$ cat src/rtl/host_rx_if.sv
// Host-side drain of the CDC FIFO: 1-cycle-latency read port in, valid/ready out, sop/eop framing check.
// Optional statistics counters are built when HOST_STATS_EN is defined.
module host_rx_if #(
    parameter int DATA_W = 64,
    parameter int LEN_W  = 3,
    parameter int BUF_W  = 8,
    parameter int DEPTH  = 2,
    parameter int CNT_W  = 32
) (
    input  logic                               clk_host,
    input  logic                               rst_n,
    input  logic                               valid_fifo,
    input  logic [BUF_W+LEN_W+2+DATA_W-1:0]    fifo_data,
    output logic                               rd_en,
    input  logic                               host_ready,
    output logic                               valid_out,
    output logic [DATA_W-1:0]                  data_out,
    output logic [LEN_W-1:0]                   length_out,
    output logic [BUF_W-1:0]                   buffer_out,
    output logic                               sop_out,
    output logic                               eop_out,
    output logic                               frame_err,
`ifdef HOST_STATS_EN
    output logic [CNT_W-1:0]                   pkt_count,
    output logic [CNT_W-1:0]                   word_count,
    output logic [CNT_W-1:0]                   err_count,
`endif
    output logic                               o_dbg_state
);
    // Handshake: a word transfers on every rising edge where valid_out && host_ready.
    localparam int WORD_W = BUF_W + LEN_W + 2 + DATA_W;
    localparam int PTR_W  = (DEPTH > 1) ? $clog2(DEPTH) : 1;
    localparam int OCC_W  = $clog2(DEPTH + 1);
    localparam int CALC_W = OCC_W + 1;

    typedef enum logic [0:0] {ST_IDLE = 1'b0, ST_IN_PKT = 1'b1} state_t;

    logic [WORD_W-1:0] r_mem [DEPTH];
    logic [PTR_W-1:0]  r_head;
    logic [PTR_W-1:0]  r_tail;
    logic [OCC_W-1:0]  r_occ;
    logic              r_inflight;
    logic              r_frame_err;
    state_t            r_state;

    logic              w_pop;
    logic              w_cap_sop;
    logic              w_cap_eop;
    logic              w_orphan;
    logic              w_push;
    logic              w_err;
    logic [CALC_W-1:0] w_level;
    logic [WORD_W-1:0] w_head;

    function automatic logic [PTR_W-1:0] ptr_inc(input logic [PTR_W-1:0] p);
        return (p == PTR_W'(DEPTH - 1)) ? '0 : p + 1'b1;
    endfunction

    assign valid_out = (r_occ != '0);
    assign w_pop     = valid_out && host_ready;
    // Count the word already requested so the buffer can never be over-subscribed.
    assign w_level   = CALC_W'(r_occ) + CALC_W'(r_inflight) - CALC_W'(w_pop);
    assign rd_en     = rst_n && valid_fifo && (w_level < CALC_W'(DEPTH));

    assign w_cap_sop = fifo_data[DATA_W+1];
    assign w_cap_eop = fifo_data[DATA_W];
    assign w_orphan  = (r_state == ST_IDLE) && !w_cap_sop;
    assign w_push    = r_inflight && !w_orphan;
    assign w_err     = r_inflight && (w_orphan || ((r_state == ST_IN_PKT) && w_cap_sop));

    assign w_head      = r_mem[r_head];
    assign buffer_out  = w_head[WORD_W-1 -: BUF_W];
    assign length_out  = w_head[DATA_W+2 +: LEN_W];
    assign sop_out     = w_head[DATA_W+1];
    assign eop_out     = w_head[DATA_W];
    assign data_out    = w_head[DATA_W-1:0];
    assign frame_err   = r_frame_err;
    assign o_dbg_state = r_state;

    always_ff @(posedge clk_host) begin
        if (!rst_n) begin
            r_head      <= '0;
            r_tail      <= '0;
            r_occ       <= '0;
            r_inflight  <= 1'b0;
            r_frame_err <= 1'b0;
            r_state     <= ST_IDLE;
            for (int i = 0; i < DEPTH; i++) r_mem[i] <= '0;
        end else begin
            r_inflight  <= rd_en;
            r_frame_err <= w_err;
            if (w_push) begin
                r_mem[r_tail] <= fifo_data;
                r_tail        <= ptr_inc(r_tail);
            end
            if (w_pop) r_head <= ptr_inc(r_head);
            case ({w_push, w_pop})
                2'b10:   r_occ <= r_occ + 1'b1;
                2'b01:   r_occ <= r_occ - 1'b1;
                default: r_occ <= r_occ;
            endcase
            // A stray sop inside a packet restarts the packet rather than dropping data.
            if (r_inflight) begin
                case (r_state)
                    ST_IDLE:   if (w_cap_sop && !w_cap_eop) r_state <= ST_IN_PKT;
                    ST_IN_PKT: if (w_cap_eop) r_state <= ST_IDLE;
                    default:   r_state <= ST_IDLE;
                endcase
            end
        end
    end

`ifdef HOST_STATS_EN
    logic [CNT_W-1:0] r_pkt_cnt;
    logic [CNT_W-1:0] r_word_cnt;
    logic [CNT_W-1:0] r_err_cnt;

    always_ff @(posedge clk_host) begin
        if (!rst_n) begin
            r_pkt_cnt  <= '0;
            r_word_cnt <= '0;
            r_err_cnt  <= '0;
        end else begin
            if (w_pop) r_word_cnt <= r_word_cnt + 1'b1;
            if (w_pop && eop_out) r_pkt_cnt <= r_pkt_cnt + 1'b1;
            if (w_err) r_err_cnt <= r_err_cnt + 1'b1;
        end
    end

    assign pkt_count  = r_pkt_cnt;
    assign word_count = r_word_cnt;
    assign err_count  = r_err_cnt;
`endif

endmodule

$ cat config.mk
export PLATFORM = sky130hd
export DESIGN_NAME = host_rx_if
export DESIGN_NICKNAME = d
export VERILOG_FILES = /design/src/rtl/host_rx_if.sv
export SDC_FILE = /design/constraint.sdc
export NUM_CORES = 1
export LEC_CHECK = 0
export CAP_MARGIN = 20
export CORE_UTILIZATION = 35
export CTS_CLUSTER_DIAMETER = 30
export DETAILED_ROUTE_END_ITERATION = 8
export PLACE_DENSITY_LB_ADDON = 0.1
export SLEW_MARGIN = 0
export SYNTH_ARGS = -nofsm -noshare
export SYNTH_HDL_FRONTEND = slang
export SYNTH_SLANG_ARGS = --single-unit
$ cat constraint.sdc
create_clock -name clk_host -period 9.49 [get_ports clk_host]
set_clock_uncertainty 0.2 [all_clocks]
set_input_delay 2.3725 -clock clk_host [delete_from_list [all_inputs] [get_ports clk_host]]
set_output_delay 2.3725 -clock clk_host [all_outputs]
set_load 0.01 [all_outputs]
==> summary.txt <==
Timing
  – Final Hold Fails: 0
  – RSZ-0062 raised after global routing: false
  – Fin crit period: 7330 ps
  – Worst slew pin tran: 814 ps
  – Slew margin rel.: 45.7%
  – Final TNS setup: 0 ps
  – PnR worst setup slack: 2160 ps
  – Fmax achieved: 136 MHz
  – Endpoints failing setup: 0
  – Max-slew violations: 0
  – Ratio of final minimum period to clock period: 77.2%
  – Hold WS: 324 ps

CTS
  – Bufs on Longest Clock Path: 2
  – Clk Latency, worst-skew pair: 420 ps
  – Clock sink count: 162
  – Clock transition at path regs: 60 ps
  – H-tree depth: 4
  – Post-cts resize count: 0
  – CTS buffer count: 17
  – TritonCTS clock tree: built
  – CTS Hold Bufs: 0
  – Post-CTS Setup Bufs: 0
  – Root buf cell: clkbuf_16

Worst setup path
  – R2r setup slk: 7040 ps
  – Crit path capture type: primary output
  – CP Launch Type: primary input
  – CP Class: primary input to primary output
  – Critical path's top delay family: buffers and inverters
  – Crit-path cells: clkdlybuf4s50_1, o21a_1, ha_1, or2b_1, fa_1, nand3_1, nor2_1, clkdlybuf4s50_1
  – R2R depth: 6
  – Reg-to-reg critical path endpoint: r_mem[1][3]$_SDFFCE_PN0P_
  – Slowest stage delay, CP: 540 ps
  – Crit-path slowest cell: clkdlybuf4s50_1
  – WP buf/inv: 2
  – Worst path arrival time: 4760 ps
  – Most used cell, CP: clkdlybuf4s50_1
  – CP max FO: 3
  – R2R Path Start: o_dbg_state$_SDFFE_PN0P_
  – Critical path required time: 6920 ps

Die
  – Core area: 19800 sq um
  – Placement Rows: 51
  – IO Pins: 162
  – Chip width: 145 um
  – Die height: 145 um
  – Initial Util: 36.2%
  – Full die area: 21000 sq um

Final layout
  – Area grow syn2layout: 33.9%
  – Core Util, Final: 48.5%
  – Fill cells: 1762
  – Layout Nets: 704
  – Fraction of layout cells with a size suffix above 1: 19.3%
  – Final cell count without fillers: 898

Global route
  – Largest net degree at the start of global routing: 93
  – First-pass GRT wire length: 26300 um
  – Initial antenna violation count: 2
  – Global-route usage over all layers: 16.4%
  – Gr ovfl total: 0
  – Vias in the first global route: 4820

Route
  – DR pass1 iterations: 4
  – Final WL: 16500 um
  – DRC: 0
  – DRT iter0 DRCs: 221
  – Wire per inst: 18.3 um
  – Vias/cell: 4.91
  – Via count: 4405
  – Final ANT Viol Nets: 0

Synth
  – Number of synthesized flops with an enable pin: 154
  – Unique masters post-synth: 29
  – Top cells by area, synth: edfxtp_1 65%, and3_1 13%, mux2_2 12%
  – Syn nets: 559
  – Synthesis-stage register bit count: 162
  – Syn Area/Cell: 15.1 sq um
  – Post-synth top area cell: edfxtp_1
  – Seq/Total Area, Yosys: 66.8%
  – Post-Synthesis Cells: 474
  – Yosys top cell area share: 64.6%
  – Syn. warnings: 0
  – Synth async-reset ratio: 0%
  – Most frequent cells after synthesis: 154 x and3_1, 154 x edfxtp_1, 77 x mux2_2
  – Mapped cell area: 7160 sq um
  – Top FF cell, synth: edfxtp_1

Placement
  – I/O Buffers: 161
  – DP Cell Count: 864
  – Hpwl dp: 9360 um
  – Worst slack, placed: 2190 ps
  – Gpl congestion: 0.709

Job
  – Maxcap violations: 0

Min path
  – Hold EP: frame_err$_SDFF_PN0_
  – Min-delay src: r_inflight$_SDFF_PN0_
  – Hold path depth: 2
  – Min-Delay Path Class: register to register

Power and ir drop
  – Comb power frac: 27.6%
  – Clk network pwr share: 31.3%
  – Leak: 3.99 nW
  – Switch Pwr: 0.593 mW
  – PwrDens: 230 nW/um^2
  – Worst VDD drop: 0.000148 V
  – Switch share: 26.9%
  – Reg power frac: 41.1%
  – Pint: 1.61 mW

Outcome
  – Status: finished, final reports clean
==> logic make-up (layout without fill, tap and decap cells) <==
| family | count (synthesis) | count (layout) | synth area share, % |
|---|---|---|---|
| and+or+nand+nor | 174 | 174 | 15.0 |
| DFF | 162 | 162 | 66.8 |
| muxes | 77 | 77 | 12.1 |
| buffers and inverters | 46 | 204 | 4.09 |
| AOI/OAI and AO/OA | 6 | 6 | 0.489 |
| xor gates and xnor gates | 5 | 5 | 0.612 |
| adders and majority gates | 4 | 4 | 0.804 |
| other | 0 | 1 | 0 |
==> layout by cell type, fill, tap and decap left out, types with 2 or more instances in the layout <==
cell and count:
xnor2_1 4, edfxtp_1 154, clkinvlp_4 3, or2b_1 2
dfxtp_1 7, ha_1 3, clkbuf_1 3, nand2_1 4
buf_4 4, clkinv_4 3, nor2b_1 2, clkdlybuf4s50_1 161
buf_16 2, buf_12 2, inv_1 2, nor2_1 4
clkbuf_16 20, and3_1 154, and2_1 2, o21ai_4 2
mux2_2 77
==> sequential cells by signal, summed over array words and instances, names as in the netlist, named ones only <==
name,count
r_inflight,1
frame_err,1
r_occ,2
o_dbg_state,1
r_head,1
r_mem,154
r_tail,1
==> worst reg2reg max path: cells and delay by family (launching register included) <==
| family | cells | cell delay, ps |
|---|---|---|
| adders and majority gates | 1 | 260 |
| buffers and inverters | 3 | 970 |
| and+or+nand+nor | 2 | 550 |
| DFF | 1 | 350 |
==> worst max path at each step <==
stage               slack (ps)                   endpoint  cells past startpoint           from
floorplan                  390  r_mem[0][0]$_SDFFCE_PN0P_                      4  fifo_data[65]
global placement          2210                      rd_en                      8     host_ready
detailed placement        2190                      rd_en                      8     host_ready
CTS                       2160                      rd_en                      8     host_ready
global route              2010                      rd_en                      8     host_ready
finish                    2160                      rd_en                      8     host_ready
==> power groups by stage <==
stage	registers, mW	logic (mW)	clock network [mW]
5_1_grt	0.917	0.655	0.736
3_3_place_gp	0.956	0.568	0
4_1_cts	0.908	0.621	0.709
3_5_place_dp	0.923	0.616	0
6_report	0.906	0.608	0.691
2_1_floorplan	0.915	0.338	0
==> area by class of cell <==
class / count / area, sq um / share of cell area [%]
tap: 265 / 332 / 3.46
timing repair buffer: 169 / 1740 / 18.1
sequential: 162 / 4790 / 50.0
antenna: 1 / 2.50 / 0.0261
clock inverter: 9 / 92.6 / 0.966
clock buffer: 23 / 512 / 5.34
multi-input combinational: 266 / 2110 / 22.0
inverter: 3 / 11.3 / 0.117
==> per-stage QoR <==
step           power, mW  area (sq um)
3_5_place_dp        1.54          8960
3_3_place_gp        1.52          8880
2_1_floorplan       1.25          7160
6_report            2.20          9590
4_1_cts             2.24          9560
5_1_grt             2.31          9580
==> layer usage <==
metal	wire length, um	GRT usage [%]	vias to the layer above
li1	-	-	2092
met1	7210	20.1	2172
met2	7830	26.6	122
met3	1160	5.79	17
met4	228	5.37	2
met5	17	0	-
No activity file was read; power rests on OpenSTA's default activity.
